File: config.mk
export PLATFORM = sky130hd
export DESIGN_NAME = adc_cfg_sequencer
export DESIGN_NICKNAME = d
export VERILOG_FILES = /design/src/rtl/adc_cfg_pkg.sv /design/src/rtl/adc_cfg_sequencer_rom.sv /design/src/rtl/adc_cfg_sequencer.sv
export SDC_FILE = /design/constraint.sdc
export NUM_CORES = 1
export LEC_CHECK = 0
export CAP_MARGIN = 20
export CORE_MARGIN = 3
export CORE_UTILIZATION = 50
export DETAILED_ROUTE_END_ITERATION = 12
export PLACE_DENSITY_LB_ADDON = 0.25
export SYNTH_ARGS = -nofsm -noshare
export SYNTH_HDL_FRONTEND = slang
export SYNTH_SLANG_ARGS = --single-unit
File: constraint.sdc
create_clock -name clk -period 2.99 [get_ports clk]
set_input_delay 0.598 -clock clk [delete_from_list [all_inputs] [get_ports clk]]
set_output_delay 0.598 -clock clk [all_outputs]
set_load 0.005 [all_outputs]
File: src/rtl/adc_cfg_pkg.sv
// Shared encodings for the ADC configuration sequencer: FSM states,
// transaction classes, command-word layout and the init table entry type.
package adc_cfg_pkg;

  typedef logic [2:0] state_t;

  localparam state_t ST_ADC_RST  = 3'd0;
  localparam state_t ST_ADC_WAIT = 3'd1;
  localparam state_t ST_FETCH    = 3'd2;
  localparam state_t ST_ACC      = 3'd3;
  localparam state_t ST_GAP      = 3'd4;
  localparam state_t ST_CHECK    = 3'd5;
  localparam state_t ST_IDLE     = 3'd6;

  typedef enum logic [1:0] {
    CLS_INIT_WR = 2'd0,
    CLS_INIT_RD = 2'd1,
    CLS_HOST    = 2'd2
  } txn_class_t;

  localparam int CMD_ACCESS   = 0;
  localparam int CMD_RW       = 1;
  localparam int CMD_RSTN     = 2;
  localparam int CMD_ADDR_LSB = 8;
  localparam int CMD_ADDR_MSB = 14;
  localparam int CMD_DATA_LSB = 16;
  localparam int CMD_DATA_MSB = 31;

  // ADC out of reset, no access in flight
  localparam logic [31:0] CMD_QUIET = 32'h0000_0004;

  typedef struct packed {
    logic [6:0]  addr;
    logic [15:0] data;
  } rom_entry_t;

  function automatic logic [31:0] build_cmd(input logic [15:0] data,
                                            input logic [6:0]  addr,
                                            input logic        rw,
                                            input logic        access);
    logic [31:0] cmd;
    cmd = '0;
    cmd[CMD_DATA_MSB:CMD_DATA_LSB] = data;
    cmd[CMD_ADDR_MSB:CMD_ADDR_LSB] = addr;
    cmd[CMD_RSTN]   = 1'b1;
    cmd[CMD_RW]     = rw;
    cmd[CMD_ACCESS] = access;
    return cmd;
  endfunction

endpackage

File: src/rtl/adc_cfg_sequencer_rom.sv
// Init register table for the ADS5401: registered lookup of {addr, data}
// by init index; indices at or beyond INIT_LEN read as zero.
module adc_init_rom
  import adc_cfg_pkg::*;
#(
  parameter int INIT_LEN = 8
) (
  input  logic       clk,
  input  logic [6:0] index,
  output rom_entry_t entry
);

  rom_entry_t lookup;

  always_comb begin
    lookup = '0;
    case (index)
      7'd0:    lookup = '{addr: 7'h01, data: 16'h8A0C};
      7'd1:    lookup = '{addr: 7'h02, data: 16'h0030};
      7'd2:    lookup = '{addr: 7'h03, data: 16'h1F40};
      7'd3:    lookup = '{addr: 7'h04, data: 16'h0002};
      7'd4:    lookup = '{addr: 7'h05, data: 16'h00C0};
      7'd5:    lookup = '{addr: 7'h0A, data: 16'h0101};
      7'd6:    lookup = '{addr: 7'h0E, data: 16'h3C3C};
      7'd7:    lookup = '{addr: 7'h38, data: 16'h8000};
      default: lookup = '0;
    endcase
    if (int'(index) >= INIT_LEN) lookup = '0;
  end

  always_ff @(posedge clk) begin
    entry <= lookup;
  end

endmodule

File: src/rtl/adc_cfg_sequencer.sv
// Resets and configures the ADC through the serial-interface block, then
// arbitrates single host register accesses onto the same command word.
module adc_cfg_sequencer
  import adc_cfg_pkg::*;
#(
  parameter int INIT_LEN   = 8,
  parameter int T_ACC      = 64,
  parameter int T_GAP      = 320,
  parameter int RST_CYCLES = 256,
  parameter int RST_WAIT   = 1024,
  parameter int VERIFY     = 1
) (
  input  logic        clk,
  input  logic        reset,
  output logic [31:0] adc_cmd,
  input  logic [31:0] adc_rdata,
  input  logic        reinit,
  input  logic        host_req,
  input  logic        host_rw,
  input  logic [6:0]  host_addr,
  input  logic [15:0] host_wdata,
  output logic        host_ack,
  output logic [15:0] host_rdata,
  output logic        busy,
  output logic        cfg_done,
  output logic        cfg_error,
  output logic [7:0]  err_cnt
);

  state_t      state;
  txn_class_t  cls;
  logic [15:0] timer;
  logic [6:0]  index;
  logic [15:0] rd_q;
  logic        hold_rw;
  logic [6:0]  hold_addr;
  logic [15:0] hold_wdata;
  rom_entry_t  rom_q;

  logic        last_tick;
  logic        last_index;
  logic [6:0]  cmd_addr;
  logic [15:0] cmd_data;
  logic        cmd_rw;
  logic        unused_rdata_hi;

  adc_init_rom #(
    .INIT_LEN (INIT_LEN)
  ) u_rom (
    .clk   (clk),
    .index (index),
    .entry (rom_q)
  );

  assign last_tick       = (timer == 16'd1);
  assign last_index      = (index == 7'(INIT_LEN - 1));
  assign busy            = (state != ST_IDLE);
  assign unused_rdata_hi = ^adc_rdata[31:16];

  always_ff @(posedge clk) begin
    if (reset) begin
      state      <= ST_ADC_RST;
      cls        <= CLS_INIT_WR;
      timer      <= 16'(RST_CYCLES);
      index      <= '0;
      rd_q       <= '0;
      hold_rw    <= 1'b0;
      hold_addr  <= '0;
      hold_wdata <= '0;
      host_ack   <= 1'b0;
      host_rdata <= '0;
      cfg_done   <= 1'b0;
      cfg_error  <= 1'b0;
      err_cnt    <= '0;
    end else begin
      host_ack <= 1'b0;
      if (timer != 16'd0) timer <= timer - 16'd1;

      case (state)
        ST_ADC_RST: begin
          if (last_tick) begin
            state <= ST_ADC_WAIT;
            timer <= 16'(RST_WAIT);
          end
        end

        ST_ADC_WAIT: begin
          if (last_tick) begin
            state <= ST_FETCH;
            index <= '0;
          end
        end

        ST_FETCH: begin
          state <= ST_ACC;
          cls   <= CLS_INIT_WR;
          timer <= 16'(T_ACC);
        end

        ST_ACC: begin
          if (last_tick) begin
            state <= ST_GAP;
            timer <= 16'(T_GAP);
          end
        end

        // The serial block has finished shifting and latching by the last
        // GAP cycle, so that is where the read result is taken.
        ST_GAP: begin
          if (last_tick) begin
            rd_q <= adc_rdata[15:0];
            case (cls)
              CLS_INIT_WR: begin
                if (VERIFY != 0) begin
                  state <= ST_ACC;
                  cls   <= CLS_INIT_RD;
                  timer <= 16'(T_ACC);
                end else if (last_index) begin
                  cfg_done <= 1'b1;
                  state    <= ST_IDLE;
                end else begin
                  index <= index + 7'd1;
                  state <= ST_FETCH;
                end
              end
              CLS_INIT_RD: begin
                state <= ST_CHECK;
              end
              default: begin
                host_ack <= 1'b1;
                if (hold_rw) host_rdata <= adc_rdata[15:0];
                state <= ST_IDLE;
              end
            endcase
          end
        end

        ST_CHECK: begin
          if (rd_q != rom_q.data) begin
            cfg_error <= 1'b1;
            if (err_cnt != 8'hFF) err_cnt <= err_cnt + 8'd1;
          end
          if (last_index) begin
            cfg_done <= 1'b1;
            state    <= ST_IDLE;
          end else begin
            index <= index + 7'd1;
            state <= ST_FETCH;
          end
        end

        // The ack cycle counts as the tail of the host transaction, so a
        // request still held by the host is not re-accepted until after it.
        ST_IDLE: begin
          if (!host_ack) begin
            if (reinit) begin
              state     <= ST_ADC_RST;
              timer     <= 16'(RST_CYCLES);
              cfg_done  <= 1'b0;
              cfg_error <= 1'b0;
              err_cnt   <= '0;
            end else if (host_req) begin
              hold_rw    <= host_rw;
              hold_addr  <= host_addr;
              hold_wdata <= host_wdata;
              cls        <= CLS_HOST;
              state      <= ST_ACC;
              timer      <= 16'(T_ACC);
            end
          end
        end

        default: begin
          state <= ST_ADC_RST;
          timer <= 16'(RST_CYCLES);
        end
      endcase
    end
  end

  always_comb begin
    cmd_addr = rom_q.addr;
    cmd_data = rom_q.data;
    cmd_rw   = 1'b0;
    case (cls)
      CLS_INIT_RD: cmd_rw = 1'b1;
      CLS_HOST: begin
        cmd_addr = hold_addr;
        cmd_data = hold_wdata;
        cmd_rw   = hold_rw;
      end
      default: cmd_rw = 1'b0;
    endcase

    case (state)
      ST_ADC_RST: adc_cmd = '0;
      ST_ACC:     adc_cmd = build_cmd(cmd_data, cmd_addr, cmd_rw, 1'b1);
      ST_GAP:     adc_cmd = build_cmd(cmd_data, cmd_addr, cmd_rw, 1'b0);
      default:    adc_cmd = CMD_QUIET;
    endcase
  end

endmodule

==> implementation parameters, run 1 <==
Parameter                              Value

Floorplan
  Die boundary width ... 108 µm
  Die outline area ... 11700 µm²
  Y dimension of the die ... approximately 110 µm
  Top Ports ... 120
  Number of placement rows ... 36
  Starting density of the core ... 52.5%
  Placeable Area ... 9950 µm²

Place
  Post-Place Worst Slack ... about 0.43 ns
  IO buf count ... 97
  Final weighted congestion in routability-driven placement ... about 0.92
  HPWL after DPL ... roughly 9000 µm

Drt
  Total wirelength of the detailed-routed design ... 12300 µm
  DR pass1 iterations ... 5
  Average wire per standard cell ... roughly 14 µm
  Wire length the detailed router placed on met1 ... around 5400 µm
  DRT iter0 DRCs ... 303
  Met2 WL post-DR ... about 6000 µm
  Metal3 WL ... around 600 µm
  Final routed DRC violation total ... 0
  Via count normalized by instance count ... approximately 5.4
  Total via count in the routed design ... about 4600
  Detail Route Antenna Nets ... 0
  Top sig layer ... met4

Cells and area
  Final net count ... a little under 800
  ANT cells ... 0
  Fraction of final layout cells with drive strength greater than 1 ... 7.97%
  Synthesis-to-finish area growth ... 24.1%

Timing
  Final Cycle Share ... a little over nine tenths
  Tightest slew margin relative to the limit ... a little under three fifths
  Highest clock frequency the design can meet ... 353 MHz
  Worst-Margin Slew ... 0.640 ns
  Minimum setup slack in the final design ... 0.159 ns
  Final hold violations ... 0
  Final setup skew ... ~0.027 ns
  Pins over their slew limit ... 0
  Total negative slack ... 0 ns
  Unrepaired setup endpoints after global routing ... no
  Final-report setup violation count ... 0
  Minimum period implied by the final worst setup slack ... between 2 and 3 ns

Global routing
  Largest net degree at the start of global routing ... 46
  Combined global-route utilization of all metal layers ... 20.7%
  Vias in the first global route ... 4304
  Number of antenna violations at the first check in global routing ... 0
  Grt total ovfl ... 0
  Wire length of the first global-routing pass ... about 20000 µm

Setup path
  Arrival time at the worst endpoint ... about 2.2 ns
  Reg2Reg Setup Slack ... between 0.4 and 0.5 ns
  CP Capture Type ... output pin
  R2R cell count ... 7
  CP Data Required Time ... approximately 2.4 ns
  Largest fanout on the critical path ... 23
  Kind of critical path ... reg2out
  Startpoint class of the critical path ... flip-flop

Clock tree
  Clock tree from TritonCTS ... done
  Maximum buffer depth of the clock tree ... 2
  Number of H-tree levels ... 3
  CTS clock-pin slew for the worst setup and hold paths ... 0.10 ns
  Post-CTS Setup Inserts ... 0
  Hold Buf Count CTS ... 0
  Number of buffers inserted during clock tree synthesis ... 9
  Gates resized, CTS repair ... 0
  Buffer type at the clock tree root ... clkbuf_8
  Clock latency reported for the late side of the worst-skew pair ... between 0.3 and 0.4 ns
  Clock Sinks ... ~110

Power and ir drop
  Leakage power total ... around 2.3 nW
  VDD IR max ... 0.318 mV
  Pwr dens ... between 400 and 500 nW/µm²
  Power after layout ... 0.00306 W

Synthesis
  Synth area leaders ... dfxtp_1, nand2_1, a21oi_1
  Seq cells post-synth ... ~110
  Top post-synthesis cells by count ... nand2_1, dfxtp_1, a21oi_1, nor2_1, mux2i_1
  Top_reg_cell synth ... dfxtp_1
  Biggest area consumer among synthesized cells ... dfxtp_1
  Total of warnings raised by yosys ... 0
  Sequential area share after synthesis ... approximately 43%
  Unique masters post-synth ... 59
  Mean area per synthesized cell ... roughly 8 µm²
  Synth top area share ... between 40% and 50%
  Share of async-settable or async-resettable flops after synthesis ... 0%
  Post-Syn Instances ... about 640
  Combined area of all synthesized cells ... between 5000 and 6000 µm²
  Most common cell in the netlist ... nand2_1
  Number of enable flip-flop cells after synthesis ... 0

Job
  Maximum Capacitance Violations ... 0

Run status
  Result of the run ... finished clean

Worst hold path
  Cell depth of the worst min-delay path ... 2
  Hold WC Path Type ... reg2reg
layout make-up:
| cell class | count | area [µm²] |
|---|---|---|
| inverters | 17 | 63.8 |
| well taps | 133 | 166 |
| repair buffers | 111 | 1080 |
| multi-input cells | 472 | 2740 |
| clock buffers | 10 | 128 |
| flip-flops and latches | 112 | 2250 |
| clock inverters | 6 | 60.1 |
| fillers | 831 | 3470 |
worst max-delay path, stage by stage, from the launching register on:
cell and delay [ns]:
dfxtp_4 0.39, inv_1 0.07, buf_4 0.17, nand3_1 0.11
nor2b_2 0.18, buf_4 0.20, and3b_1 0.23, clkdlybuf4s50_1 0.50
per-layer routing:
| metal | up-vias | GRT usage, % |
|---|---|---|
| met5 | - | 0 |
| met4 | 0 | 7.39 |
| met3 | 25 | 3.10 |
| met2 | 130 | 36.4 |
| met1 | 2145 | 25.8 |
| li1 | 2316 | - |
through the flow:
stage	hold WS [ns]	instance area, µm²	cells	utilization (%)
2_1_floorplan	0.432	5240	642	-
4_1_cts	0.461	6480	861	65.1
3_3_place_gp	0.440	6290	845	63.2
6_report	0.456	6480	861	65.1
3_5_place_dp	0.446	6290	845	63.2
5_1_grt	0.474	6480	861	65.1
where the power goes:
part	switching [W]	internal, W	leakage [nW]
sequential	0.0000846	0.00155	0.905
combinational	0.000300	0.000264	1.27
clock	0.000532	0.000323	0.0946
total	0.000917	0.00214	2.27
final timing paths:
path                     to            from
max reg2reg        index[6]        timer[9]
min reg2reg  host_rdata[15]  host_rdata[15]
min          host_rdata[15]  host_rdata[15]
max             adc_cmd[30]        state[0]
cells by family after synthesis:
kind of cell	synth area share, %
buffers and inverters	5.22
other	0.0718
AND/OR/NAND/NOR	25.7
flip-flops	42.9
multiplexers	6.54
AO/OA/AOI/OAI	13.1
XOR/XNOR	3.86
adder cells (fa/ha/maj)	2.63
registers in the layout (all words and copies together) (netlist names):
name	flops
cls	2
state	3
u_rom.entry	17
index	7
cfg_error	1
timer	16
host_rdata	16
hold_wdata	16
host_ack	1
rd_q	16
hold_rw	1
cfg_done	1
err_cnt	8
hold_addr	7
placed cells by master (no fill, tap or decap), types with 3 or more instances in the layout:
cell type and n:
a211oi_1 5, a21oi_1 72, a31oi_1 3, and2_1 5
and3_1 8, and3b_1 3, buf_4 13, clkbuf_8 9
clkdlybuf4s50_1 96, conb_1 6, dfxtp_1 111, ha_1 11
inv_1 17, inv_6 3, mux2i_1 33, nand2_1 113
nand2b_1 10, nand3_1 19, nand4_1 4, nor2_1 62
nor2_2 10, nor2b_1 3, nor3_1 8, nor4_1 7
o21ai_0 17, or2_2 3, or3_1 8, xnor2_1 4
xor2_1 19
Note: power is estimated with default switching activity, not from simulation.
==> inputs of run 2 (changes only) <==
GPL_ROUTABILITY_DRIVEN = 0   (was default)
==> results of run 2 <==
Final layout, timing and power as in run 1 (identical DEF).
